## src/rtl/exe_mem_pipe_reg.sv

```systemverilog
// Execute-to-memory stage register: two-entry skid buffer with valid/ready on both sides.
// Optional performance counters are enabled by defining EXE_MEM_PIPE_PERF_EN.
module exe_mem_pipe_reg #(
  parameter int XLEN = 64,
  parameter int RD_W = 5
) (
  input  logic            clk,
  input  logic            rst,
  input  logic            flush,
  input  logic            in_valid,
  output logic            in_ready,
  input  logic [XLEN-1:0] in_pc,
  input  logic [XLEN-1:0] in_alu,
  input  logic [XLEN-1:0] in_wdata,
  input  logic [RD_W-1:0] in_rd,
  input  logic            in_rf_we,
  input  logic            in_mem_rd,
  input  logic            in_mem_wr,
  input  logic [2:0]      in_mem_size,
  output logic            out_valid,
  input  logic            out_ready,
  output logic [XLEN-1:0] out_pc,
  output logic [XLEN-1:0] out_alu,
  output logic [XLEN-1:0] out_wdata,
  output logic [RD_W-1:0] out_rd,
  output logic            out_rf_we,
  output logic            out_mem_rd,
  output logic            out_mem_wr,
  output logic [2:0]      out_mem_size
`ifdef EXE_MEM_PIPE_PERF_EN
  ,
  output logic [31:0]     perf_stall_cnt,
  output logic [31:0]     perf_flush_cnt
`endif
);

  typedef struct packed {
    logic [XLEN-1:0] pc;
    logic [XLEN-1:0] alu;
    logic [XLEN-1:0] wdata;
    logic [RD_W-1:0] rd;
    logic            rf_we;
    logic            mem_rd;
    logic            mem_wr;
    logic [2:0]      mem_size;
  } payload_t;

  payload_t r_main;
  payload_t r_skid;
  logic     r_main_valid;
  logic     r_skid_valid;
  payload_t w_in;
  logic     w_in_xfer;
  logic     w_out_xfer;

  assign w_in.pc       = in_pc;
  assign w_in.alu      = in_alu;
  assign w_in.wdata    = in_wdata;
  assign w_in.rd       = in_rd;
  assign w_in.rf_we    = in_rf_we;
  assign w_in.mem_rd   = in_mem_rd;
  assign w_in.mem_wr   = in_mem_wr;
  assign w_in.mem_size = in_mem_size;

  // Ready depends only on held state (plus reset), never on out_ready.
  assign in_ready   = ~r_skid_valid | ~rst;
  assign w_in_xfer  = in_valid & in_ready;
  assign w_out_xfer = r_main_valid & out_ready;

  always_ff @(posedge clk) begin
    if (!rst) begin
      r_main       <= '0;
      r_skid       <= '0;
      r_main_valid <= 1'b0;
      r_skid_valid <= 1'b0;
    end else if (flush) begin
      r_main_valid <= 1'b0;
      r_skid_valid <= 1'b0;
    end else if (!r_main_valid || (w_out_xfer && !r_skid_valid)) begin
      r_main_valid <= w_in_xfer;
      if (w_in_xfer) r_main <= w_in;
    end else if (w_out_xfer) begin
      // Skid is full here, so in_ready was low and nothing new arrives.
      r_main       <= r_skid;
      r_skid_valid <= 1'b0;
    end else if (w_in_xfer) begin
      r_skid       <= w_in;
      r_skid_valid <= 1'b1;
    end
  end

  assign out_valid    = r_main_valid;
  assign out_pc       = r_main.pc;
  assign out_alu      = r_main.alu;
  assign out_wdata    = r_main.wdata;
  assign out_rd       = r_main.rd;
  assign out_mem_size = r_main.mem_size;
  // Side-effect strobes are gated so a stale store can never issue.
  assign out_rf_we    = r_main_valid & r_main.rf_we;
  assign out_mem_rd   = r_main_valid & r_main.mem_rd;
  assign out_mem_wr   = r_main_valid & r_main.mem_wr;

`ifdef EXE_MEM_PIPE_PERF_EN
  logic [31:0] r_perf_stall_cnt;
  logic [31:0] r_perf_flush_cnt;

  always_ff @(posedge clk) begin
    if (!rst) begin
      r_perf_stall_cnt <= '0;
      r_perf_flush_cnt <= '0;
    end else begin
      if (r_main_valid && !out_ready && (r_perf_stall_cnt != 32'hFFFF_FFFF))
        r_perf_stall_cnt <= r_perf_stall_cnt + 32'd1;
      if (flush && r_main_valid && (r_perf_flush_cnt != 32'hFFFF_FFFF))
        r_perf_flush_cnt <= r_perf_flush_cnt + 32'd1;
    end
  end

  assign perf_stall_cnt = r_perf_stall_cnt;
  assign perf_flush_cnt = r_perf_flush_cnt;
`endif

endmodule
```

## config.mk

```make
export PLATFORM = sky130hd
export DESIGN_NAME = exe_mem_pipe_reg
export DESIGN_NICKNAME = d
export VERILOG_FILES = /design/src/rtl/exe_mem_pipe_reg.sv
export SDC_FILE = /design/constraint.sdc
export NUM_CORES = 1
export LEC_CHECK = 0
export ABC_CLOCK_PERIOD_IN_PS = 2000
export CAP_MARGIN = 10
export CELL_PAD_IN_SITES_DETAIL_PLACEMENT = 1
export CELL_PAD_IN_SITES_GLOBAL_PLACEMENT = 1
export CORE_MARGIN = 3
export CORE_UTILIZATION = 38
export CTS_CLUSTER_DIAMETER = 30
export DETAILED_ROUTE_END_ITERATION = 12
export PLACE_DENSITY_LB_ADDON = 0.1
export RECOVER_POWER = 50
export SLEW_MARGIN = 20
export SYNTH_ARGS = -nofsm -noshare
export SYNTH_HDL_FRONTEND = slang
export SYNTH_SLANG_ARGS = --single-unit
```

## constraint.sdc

```tcl
create_clock -name clk -period 2 [get_ports clk]
set_input_delay 0.2 -clock clk [delete_from_list [all_inputs] [get_ports clk]]
set_output_delay 0.2 -clock clk [all_outputs]
set_load 0.02 [all_outputs]
```

==> reports/results.env <==
OUTCOME='finished clean'
CLOCK_TREE_FROM_TRITONCTS='done'
POST-ROUTE-MIN-PERIOD_NS=1.86
PLACED_CELLS=2750
GRT_ANTENNA_BEFORE_REPAIR=12
CLOCK_SINK_COUNT=408
FINAL.PERIOD_UTILIZATION_PCT=93.1
DRT_PRE_ANTENNA_ITERS=6
LEAKAGE_nW=10.3
WORST_IR_DROP_VDD_mV=1.01
CATEGORY_OF_THE_CRITICAL_SETUP_TIMING_PATH='flop to primary output'
SETUP_VIOL=0
WORST_SLEW_MARGIN_REL_PCT=72.0
SYNTH_NETS=2211
CPPEAKSTAGEDELAY_NS=0.72
FINISH.NET_COUNT=2460
DRTITER0DRC=560
TOTALWIRELENGTH_MM=57.9
CRIT_PATH_MAX_FANOUT=2
CTS_MADE_BUFFERS=99
SYNTH-WARNING-COUNT=0
SYNTHDISTINCTLIBCELLS=22
PATH_CELLS='clkdlybuf4s50_1'
GR-USAGE-ALL-LAYERS_PCT=22.7
POWER-PER-CELL-AREA_nW_PER_UM2=1120
FMAXACHIEVABLE_MHz=537
TIGHTESTPINTRANSITION_NS=0.420
CORE_AREA_UM2=46000
CLK_TRANSITION_REPORTED_PATHS_NS=0.04
AVGSYNTHCELLAREA_UM2=8.94
CLOCK_LATENCY_NS=0.62
ROOT_BUFFER='clkbuf_16'
FINAL-INSTANCE-COUNT-EXCL-FILL=2944
GRT_REMAINING_OVERFLOW=0
DIE_AREA_UM2=49800
SYNTH_LARGEST_AREA_CELL='dfxtp_1'
DIE_WIDTH_UM=223
DETAIL-ROUTE-ANTENNA-NETS=0
SYNTH.TOP_CELL.AREA_SHARE_PCT=45.6
WORSTPATHBUFFERINVERTERCOUNT=1
WORST-ENDPOINT-ARRIVAL_NS=1.66
AREA_GROWTH_PCT=41.7
TIMING.MAX_CAP.VIOLATIONS=0
NUM_VIAS=14832
SYNTH.CELL_AREA_UM2=17900
HTREEDEPTH=3
FIN_SKEW_NS=0.0142
GLOBAL_ROUTE_WIRE_LENGTH_BEFORE_REPAIR_MM=90.6
END_KIND='primary output'
GRT_PASS1_VIAS=16255
WORST_PATH_DOMINANT_CELL_FAMILY='buffers and inverters'
FINALINSTANCEAREA_UM2=25400
YS_SEQ_ELEMENTS=408
DRCVIOLATIONCOUNT=0
WL_PER_CELL_UM=19.7
SLOWEST_STAGE='clkdlybuf4s50_1'
GRT_MAX_DEGREE=60
TIMING.CRITICAL_PATH.REQUIRED_NS=1.80
YOSYSSEQAREASHARE_PCT=45.6
DRV_SLEW=0
START_KIND='flop'
CELL_AREA_REPORTED_AFTER_DETAILED_PLACEMENT_UM2=21900
GRT_SETUP_UNREPAIRED='false'
BUFFER_PORTS.INSERTED=412
VIASPERCELL=5.04
NETLIST_INSTANCES=2003
PLACE.GP.CONGESTION=0.776
INITIAL_CORE_UTIL_PCT=39.0
WORST_HOLD_PATH_TYPE='input pin to flop'
LAYOUT-DRIVE-GT1-SHARE_PCT=15.9
SYNTH.AREA.TOP_CELLS='dfxtp_1, mux2i_1, buf_4'
MAXIMUM_BUFFER_DEPTH_OF_THE_CLOCK_TREE=3
DIEHEIGHT_UM=223
IOPINCOUNT=413
LAYOUT_COMMON_CELLS='nand2_1, dfxtp_1, clkdlybuf4s50_1'
POST-DP-HPWL_MM=38.9
STD_CELL_ROWS=78
FINALHOLDVIOLCOUNT=0
## through the flow
step | TNS (ns) | utilization [%] | setup WS (ns) | hold slack, ns | power [mW]
finish | 0 | 55.2 | 0.139 | 0.160 | 28.4
CTS | 0 | 55.4 | 0.0189 | 0.122 | 28.7
floorplan | 0 | - | 0.162 | 0.300 | 10.3
global route | 0 | 55.2 | 0.0110 | 0.148 | 29.4
detailed placement | -58.69 | 47.6 | -0.356 | 0.445 | 11.4
global placement | -48.01 | 47.6 | -0.318 | 0.437 | 11.3
## timing repair
| item | in CTS | in global routing |
|---|---|---|
| setup buffers | 0 | 1 |
| endpoints found under the hold margin | 0 | 0 |
| pin swaps | 0 | 1 |
| gates cloned | 0 | 0 |
| hold buffers | 0 | 0 |
| setup endpoints to repair | 5 | 107 |
| resized for setup | 5 | 3 |
## path summary, 6_finish.rpt
| kind | slack [ns] | to | startpoint | depth (start not counted) |
|---|---|---|---|---|
| worst max-delay path | 0.14 | out_wdata[13] | out_wdata[13]$_SDFFE_PN0P_ | 1 |
| worst min-delay path | 0.16 | r_skid[182]$_SDFFE_PN0P_ | in_pc[43] | 3 |
| worst max register to register | 0.14 | out_wdata[20]$_SDFFE_PN0P_ | out_valid$_SDFFE_PP0N_ | 7 |
| worst min register to register | 0.45 | r_skid[197]$_SDFFE_PN0P_ | r_skid[197]$_SDFFE_PN0P_ | 2 |
## cells in the mapped netlist, drive strengths merged
| cell | number |
|---|---|
| nor2b | 1 |
| mux2i | 203 |
| a2111oi | 1 |
| nand2 | 407 |
| and2 | 3 |
| nor2 | 205 |
| nand4 | 1 |
| a21oi | 205 |
| a211oi | 204 |
| clkbuf | 89 |
| buf | 269 |
| o21ai | 1 |
| a21bo | 1 |
| dfxtp | 408 |
| nand2b | 1 |
| and4 | 1 |
| inv | 3 |
## metal layers
metal / vias to the layer above / wire (um) / global-route usage, %
li1: 7132 / - / -
met1: 7254 / 24100 / 26.7
met2: 324 / 28800 / 39.5
met3: 110 / 3540 / 6.66
met4: 12 / 1370 / 7.44
met5: - / 91 / 0
## worst min-delay path: cells and delay by family
family / cells / cell delay (ns)
buffers and inverters: 1 / 0.42
and+or+nand+nor: 1 / 0.06
AOI/OAI and AO/OA: 1 / 0.05
## power by group
part           total, mW  internal, mW  leakage [nW]  switching [mW]
Sequential          8.63          8.44          3.32           0.188
Combinational       2.60          1.25          5.26            1.34
Clock               17.1          12.0          1.75            5.10
Total               28.4          21.7          10.3            6.64
## layout make-up
class / instances / area, um2
Clock buffer: 121 / 2740
Timing Repair Buffer: 506 / 5320
Fill cell: 5037 / 20600
Tap cell: 600 / 751
Multi-Input combinational cell: 1234 / 7490
Antenna cell: 8 / 20.0
Clock inverter: 64 / 863
Inverter: 3 / 18.8
Sequential cell: 408 / 8170
## cells by family after synthesis
kind of cell	share of synthesized area [%]
compound gates	17.2
buf+inv	12.7
flops	45.6
mux	11.3
simple gates	13.1
## state kept, by name (all words and copies together), names as in the netlist
register and cells:
out_alu 64, out_mem_size 3, out_pc 64, out_rd 5
out_valid 1, out_wdata 64, r_main 3, r_skid 203
r_skid_valid 1
No activity file was read; power rests on OpenSTA's default activity.
